`config.mk`:
```
export PLATFORM = sky130hd
export DESIGN_NAME = pad_scan_ctrl
export DESIGN_NICKNAME = d
export VERILOG_FILES = /design/src/rtl/pad_scan_ctrl.sv
export SDC_FILE = /design/constraint.sdc
export NUM_CORES = 1
export LEC_CHECK = 0
export CAP_MARGIN = 20
export CORE_AREA = 2 2 39 41
export DETAILED_ROUTE_END_ITERATION = 8
export DIE_AREA = 0 0 41 43
export GPL_ROUTABILITY_DRIVEN = 0
export SYNTH_ARGS = -nofsm -noshare
export SYNTH_HDL_FRONTEND = slang
export SYNTH_SLANG_ARGS = --single-unit
export TNS_END_PERCENT = 20
```
`constraint.sdc`:
```
create_clock -name clk -period 3.16 [get_ports clk]
set_input_delay 0.948 -clock clk [delete_from_list [all_inputs] [get_ports clk]]
set_output_delay 0.948 -clock clk [all_outputs]
set_load 0.02 [all_outputs]
```
`src/rtl/pad_scan_ctrl.sv`:
```
// Zero-padding sequencer: captures one feature-map tile into the padding register,
// then issues one 3x3 window request per output position in row-major order.
module pad_scan_ctrl #(
  parameter int OUT_H = 3,
  parameter int OUT_W = 4,
  parameter int IDX_W = 2
) (
  input  logic             clk,
  input  logic             rst_n,
  input  logic             start,
  input  logic             abort,
  input  logic             in_valid,
  output logic             in_ready,
  output logic             pad_load,
  output logic             win_valid,
  input  logic             win_ready,
  output logic [IDX_W-1:0] win_row,
  output logic [IDX_W-1:0] win_col,
  output logic             win_last,
  output logic             busy,
  output logic             done
);

  typedef enum logic [1:0] {
    IDLE = 2'd0,
    LOAD = 2'd1,
    SCAN = 2'd2,
    DONE = 2'd3
  } state_t;

  localparam logic [IDX_W-1:0] ROW_MAX = IDX_W'(OUT_H - 1);
  localparam logic [IDX_W-1:0] COL_MAX = IDX_W'(OUT_W - 1);

  state_t           state, state_nxt;
  logic [IDX_W-1:0] row, col, row_nxt, col_nxt;

  always_ff @(posedge clk or negedge rst_n) begin
    if (!rst_n) begin
      state <= IDLE;
      row   <= '0;
      col   <= '0;
    end else begin
      state <= state_nxt;
      row   <= row_nxt;
      col   <= col_nxt;
    end
  end

  // Counters are only meaningful in SCAN; every exit path returns them to zero.
  always_comb begin
    state_nxt = state;
    row_nxt   = row;
    col_nxt   = col;
    in_ready  = 1'b0;
    pad_load  = 1'b0;
    win_valid = 1'b0;
    win_last  = 1'b0;
    busy      = 1'b1;
    done      = 1'b0;

    case (state)
      IDLE: begin
        busy = 1'b0;
        if (start) begin
          state_nxt = LOAD;
        end
      end

      LOAD: begin
        in_ready = 1'b1;
        pad_load = in_valid & ~abort;
        if (abort) begin
          state_nxt = IDLE;
          row_nxt   = '0;
          col_nxt   = '0;
        end else if (in_valid) begin
          state_nxt = SCAN;
          row_nxt   = '0;
          col_nxt   = '0;
        end
      end

      SCAN: begin
        win_valid = 1'b1;
        win_last  = (row == ROW_MAX) && (col == COL_MAX);
        if (abort) begin
          state_nxt = IDLE;
          row_nxt   = '0;
          col_nxt   = '0;
        end else if (win_ready) begin
          if (win_last) begin
            state_nxt = DONE;
            row_nxt   = '0;
            col_nxt   = '0;
          end else if (col < COL_MAX) begin
            col_nxt = col + IDX_W'(1);
          end else begin
            col_nxt = '0;
            row_nxt = row + IDX_W'(1);
          end
        end
      end

      DONE: begin
        done      = 1'b1;
        state_nxt = IDLE;
      end

      default: begin
        state_nxt = IDLE;
        row_nxt   = '0;
        col_nxt   = '0;
      end
    endcase
  end

  assign win_row = row;
  assign win_col = col;

endmodule

```
==> results of run 1 <==
==> path summary, 6_finish.rpt <==
check	depth (start not counted)	endpoint
max in group asynchronous	1	win_col[1]$_DFFE_PN0P_
worst max register to register	6	win_col[0]$_DFFE_PN0P_
worst max-delay path	5	win_last
min in group asynchronous	1	win_row[1]$_DFFE_PN0P_
worst min-delay path	1	win_row[0]$_DFFE_PN0P_
worst min register to register	1	win_row[0]$_DFFE_PN0P_
==> what timing repair did <==
action | 4_1_cts | 5_1_grt
endpoints found under the hold margin | 0 | 0
resized for setup | 0 | 1
setup buffers | 0 | 0
hold buffers | 0 | 0
endpoints found under the setup margin | 0 | 1
==> state kept, by name, indices dropped and copies added, names as in the netlist <==
name,count
state,2
win_col,2
win_row,2
==> per-stage QoR <==
| stage | power [mW] | instances | area, um^2 | hold WS (ns) |
|---|---|---|---|---|
| after CTS | 0.5056 | 82 | 654.4 | 0.5046 |
| after detailed placement | 0.4363 | 79 | 631.9 | 0.4975 |
| after global routing | 0.5386 | 82 | 656.9 | 0.5666 |
| after global placement | 0.4343 | 79 | 631.9 | 0.4976 |
| after floorplan | 0.3353 | 46 | 446.7 | 0.5168 |
| final | 0.4964 | 82 | 656.9 | 0.5051 |
==> cell type report <==
class,count,area share
multi-input combinational,33,0.4114
timing repair buffer,17,0.2552
sequential,6,0.2286
inverter,7,0.04000
clock buffer,3,0.03429
tap,16,0.03048
==> routing by layer <==
metal / GRT usage / share of wire / up-vias
li1: - / - / 200
met1: 0.1612 / 0.49 / 167
met2: 0.1500 / 0.44 / 11
met3: 0.06283 / 0.069 / 0
met4: 0.06000 / 0 / 0
met5: 0 / 0 / -
==> placed cells by master (no fill, tap or decap), drive strengths merged <==
cell           count
a2111oi            1
a221oi             1
buf                2
clkbuf             3
clkdlybuf4s50     14
dfrtp              6
dlymetal6s2s       1
ha                 5
inv                7
mux2               1
mux2i              1
nand2              3
nand2b             1
nand3              1
nor2               6
nor2b              2
nor3               1
o21ai              4
o21ba              1
o21bai             1
o22a               1
o41ai              2
or2b               1
==> cells by family (layout without fill, tap and decap cells) <==
group | Yosys count | after routing | synth area share
AND/OR/NAND/NOR | 15 | 15 | 0.2073
AO/OA/AOI/OAI | 11 | 11 | 0.2101
multiplexers | 2 | 2 | 0.04762
buffers and inverters | 7 | 27 | 0.05883
adder cells (fa/ha/maj) | 5 | 5 | 0.1401
flip-flops | 6 | 6 | 0.3361
==> report_power, final <==
part	switching (mW)	internal, mW	total [mW]
Sequential	0.0166	0.0945	0.111
Clock	0.0238	0.0427	0.0664
Combinational	0.161	0.158	0.319
==> results.md, run 1 <==
- Outcome: completed
- Async SR Flop Fraction: 1.000
- Crit-path cells: inv_1 > ha_1 > inv_1 > nor2_1 > clkdlybuf4s50_1
- Synth top area cells: dfrtp_1 (34%), ha_1 (14%), nor2b_4 (6.2%)
- Number of enable flip-flop cells after synthesis: 0
- Leading area contributor after synthesis: dfrtp_1
- Reg2reg start: state[0]$_DFFE_PN0P_
- Worst EP required: about 2.2 ns
- Yosys cell types: 19
- Crit path max fanout: 6
- Chip Height: approximately 43 um
- Crit path launch type: flop
- First-pass GRT wire length: between 1000 and 1500 um
- Area of the mapped netlist: about 450 um^2
- Worst path slowest cell: clkdlybuf4s50_1
- CORE AREA: 0.001384 mm^2
- HPWL Detailed: about 700 um
- Area occupied by multi-input gates: about 270 um^2
- Final nets: 79
- Clock skew: 0.002155 ns
- Die area: between 0.0015 and 0.002 mm^2
- # diodes: 0
- Min cycle time layout: 2.735 ns
- Fin crit share: 0.8656
- Count leader, synth: inv_1
- Final Max Tran Viols: 0
- Power per standard cell area: between 700 and 800 mW/mm^2
- Critical path buffer and inverter count: 3
- Starting density of the core: 0.3228
- Drt wl/cell: between 10 and 15 um
- Share of the synthesized area in the top cell type: 0.3361
- Register-to-Register Setup Slack: around 1.5 ns
- Post-synthesis area per instance: just under 10 um^2
- Syn Nets: 57
- Total CTS buffers: 3
- Initial antenna violation count: 0
- Fill count: around 150
- # DRC: 0
- Hold Crit Class: reg2reg
- Worst path top cell family by delay: buffers and inverters
- Root Buffer: clkbuf_4
- Area grow syn2layout: 47.06%
- Total track usage: 0.1193
- Setup ws final: ~0.42 ns
- Detailed Routing Iterations Pass 1: 1
- Vias in the first global route: between 300 and 400
- Final setup viols: 0
- Worst Max-Slew Pin Slew: ~0.37 ns
- Register bit total from synthesis: 6
- Pin count of the biggest net entering global routing: 7
- Maxcap violations: 0
- Die W: 41 um
- Reg clk slew, reported paths: about 0.04 ns
- Critical path origin: state[0]$_DFFE_PN0P_
- Final WL: between 800 and 900 um
- Unrepaired setup endpoints after global routing: false
- Share of cells above drive strength 1: 0.1515
- GRT overflow: 0
- HP Start: win_row[0]$_DFFE_PN0P_
- Synth cell count leaders: inv_1 (7), dfrtp_1 (6), nor2_1 (6), ha_1 (5), o21ai_0 (4)
- Clock Latency Late Sink: roughly 0.24 ns
- CTS max path bufs: 2
- Final TNS setup: 0 ns
- Final ANT Viol Nets: 0
- CTS tree: done
- Post-DR vias/cell: between 4 and 5
- # H-tree levels: 1
- Yosys warns: 0
- Most used cell, CP: inv_1
- Storage cell area: ~150 um^2
- Setup Slack @ Placement: 0.03797 ns
- VDD IR-drop max: about 0.0004 V
- Nature of the critical path endpoint: output port
- Mapped Cells: 46
- Setup Crit Path Kind: reg2out
- WP data arrival: 1.79 ns
- Slowest stage delay, CP: between 0.6 and 0.7 ns
- Via count of the routed design: around 380
- Sequential area share after synthesis: 0.3361
- Main synth FF type: dfrtp_1
- Maximum clock frequency: around 0.37 GHz
- Top Ports: 16
- # clock sinks: 6
- # port buffers: 15
- Final Hold Fails: 0
- LEAKAGE: ~0.30 nW
- Num rows: 14
- Slew HR: 0.7490
- Core Util, Final: 0.4747
- DR iter-0 viols: 0
No activity file was read; power rests on OpenSTA's default activity.
==> run 2: changes to the inputs <==
Settings changed: PLACE_DENSITY set to 0.65.
Clock period 3.16 ns to 2.38 ns, I/O delays scaled along.
==> run 2 against run 1 <==
Effect of this change: worst hold slack improved by 0.012 ns; sequential cell count did not move; final cell count up 1.2%; critical endpoint is now pad_load; largest cell class unchanged.
==> results.md, run 2 (same netlist as run 1, synthesis figures left out) <==
- Worst path slowest cell: clkdlybuf4s50_1
- Top Ports: 16 (unchanged)
- Via count of the routed design: 399 (+5.6%)
- Crit-path cells: clkdlybuf4s50_1 > nand2_1 > nor2_1 > clkbuf_2
- VDD IR-drop max: 0.0004917 V (+26%)
- # H-tree levels: 1 (unchanged)
- Fin cells: 83 (+1.2%)
- DR iter-0 viols: 3 (+3)
- LEAKAGE: 0.3346 nW (+11%)
- Share of cells above drive strength 1: 0.1791 (+0.02759)
- # port buffers: 15 (unchanged)
- Final ANT Viol Nets: 0 (unchanged)
- WP data arrival: 1.49 ns (-0.30 ns)
- Initial antenna violation count: 0 (unchanged)
- Total track usage: 0.1343 (+0.01503)
- CTS tree: done
- Power per standard cell area: 1007 mW/mm^2 (+33%)
- Worst Max-Slew Pin Slew: 0.3234 ns (-0.04366 ns)
- Area grow syn2layout: 48.46%
- Placed Cells: 80 (+1.3%)
- Nature of the critical path endpoint: output port
- Vias in the first global route: 372 (+8.1%)
- Drt wl/cell: 11.10 um (+8.3%)
- Final setup viols: 0 (unchanged)
- Post-DR vias/cell: 4.807 (+4.3%)
- First-pass GRT wire length: 1566 um (+13%)
- Met2 wire len: 441 um (+19%)
- Num rows: 14 (unchanged)
- Post-CTS Hold Buffers: 0 (unchanged)
- Maxcap violations: 0 (unchanged)
- Slowest stage delay, CP: 0.47 ns (-0.14 ns)
- Fin crit share: 0.9262
- HPWL Detailed: 762.6 um (+9.0%)
- Die area: 0.001763 mm^2 (unchanged)
- Commonest non-fill, non-tap cell in the layout: clkdlybuf4s50_1
- Hold_ws: 0.5174 ns (+0.01236 ns)
- Crit path launch type: primary input
- Worst EP required: 1.67 ns (-0.54 ns)
- # clock sinks: 6 (unchanged)
- Slew HR: 0.7788 (+0.02986)
- Reg clk slew, reported paths: 0.04 ns (about the same)
- Maximum clock frequency: ~0.45 GHz
- Detailed-routed wire length on met3: 64 um (+10%)
- Root Buffer: clkbuf_4
- Pin count of the biggest net entering global routing: 7 (unchanged)
- Commonest cells after routing, fill and taps aside: clkdlybuf4s50_1 (10), inv_1 (7), nor2_1 (6), dfrtp_1 (6), ha_1 (5)
- Clock Latency Late Sink: 0.26 ns (+0.02 ns)
- Final TNS setup: 0 ns (unchanged)
- Core Util, Final: 0.4792 (+0.004520)
- Detailed Routing Iterations Pass 1: 4 (+3)
- Top sig layer: met4
- Outcome: completed
- Setup Crit Path Kind: in2out
- Critical path buffer and inverter count: 2 (-1)
- GRT overflow: 0 (unchanged)
- Die W: 41 um (unchanged)
- # diodes: 0 (unchanged)
- Chip Height: 43 um (unchanged)
- Unrepaired setup endpoints after global routing: false
- Final Max Tran Viols: 0 (unchanged)
- Total CTS buffers: 3 (unchanged)
- # DRC: 0 (unchanged)
- Final Hold Fails: 0 (unchanged)
- Final nets: 80 (+1.3%)
- Metal-1 WL: 400 um (-2.4%)
- Min cycle time layout: 2.204 ns
- Final WL: 921 um (+9.6%)
- Starting density of the core: 0.3228 (unchanged)
- Clock skew: 0.01253 ns (+0.01038 ns)
- CTS max path bufs: 2 (unchanged)
- Crit path max fanout: 2 (-4)
- CORE AREA: 0.001384 mm^2 (unchanged)
- Hold Crit Class: reg2reg
- Worst path top cell family by delay: buffers and inverters
run 2: final cells by class:
class | instances | area [um^2]
repair buffers | 18 | 173.9
clock buffers | 3 | 22.52
multi-input cells | 33 | 270.3
fillers | 145 | 720.7
inverters | 7 | 26.28
well taps | 16 | 20.02
flip-flops and latches | 6 | 150.1
run 2: report_power, final:
| group | internal, mW | switching, mW | total, mW |
|---|---|---|---|
| sequential | 0.125 | 0.0211 | 0.146 |
| combinational | 0.208 | 0.216 | 0.424 |
| clock | 0.0572 | 0.0397 | 0.0970 |
| total | 0.391 | 0.277 | 0.668 |
run 2: final timing paths:
check / slack (ns) / cells after the start / to / from
setup / recovery: 0.18 / 4 / pad_load / in_valid
hold / removal: 0.52 / 1 / win_row[0]$_DFFE_PN0P_ / win_row[0]$_DFFE_PN0P_
setup reg to reg: 0.55 / 7 / win_row[0]$_DFFE_PN0P_ / state[0]$_DFFE_PN0P_
hold reg to reg: 0.52 / 1 / win_row[0]$_DFFE_PN0P_ / win_row[0]$_DFFE_PN0P_
max in group asynchronous: 1.47 / 1 / win_row[1]$_DFFE_PN0P_ / rst_n
min in group asynchronous: 0.69 / 1 / win_col[1]$_DFFE_PN0P_ / rst_n
run 2: stage by stage:
stage,power [mW],cell area [um^2],setup slack (ns)
global placement,0.5791,639.4,-0.2540
floorplan,0.4452,446.7,0.4712
finish,0.6679,663.1,0.1755
global route,0.7247,663.1,0.1029
CTS,0.6843,659.4,0.005764
detailed placement,0.5860,639.4,-0.2655
run 2: layer usage:
metal	vias to the layer above	track usage
li1	201	-
met3	2	0.04712
met2	14	0.2094
met4	0	0.08000
met1	182	0.1475
met5	-	0
run 2: timing repair:
item                                    4_1_cts  5_1_grt
resized for setup                             2        5
buffers inserted                              0        0
endpoints found under the setup margin        2        4
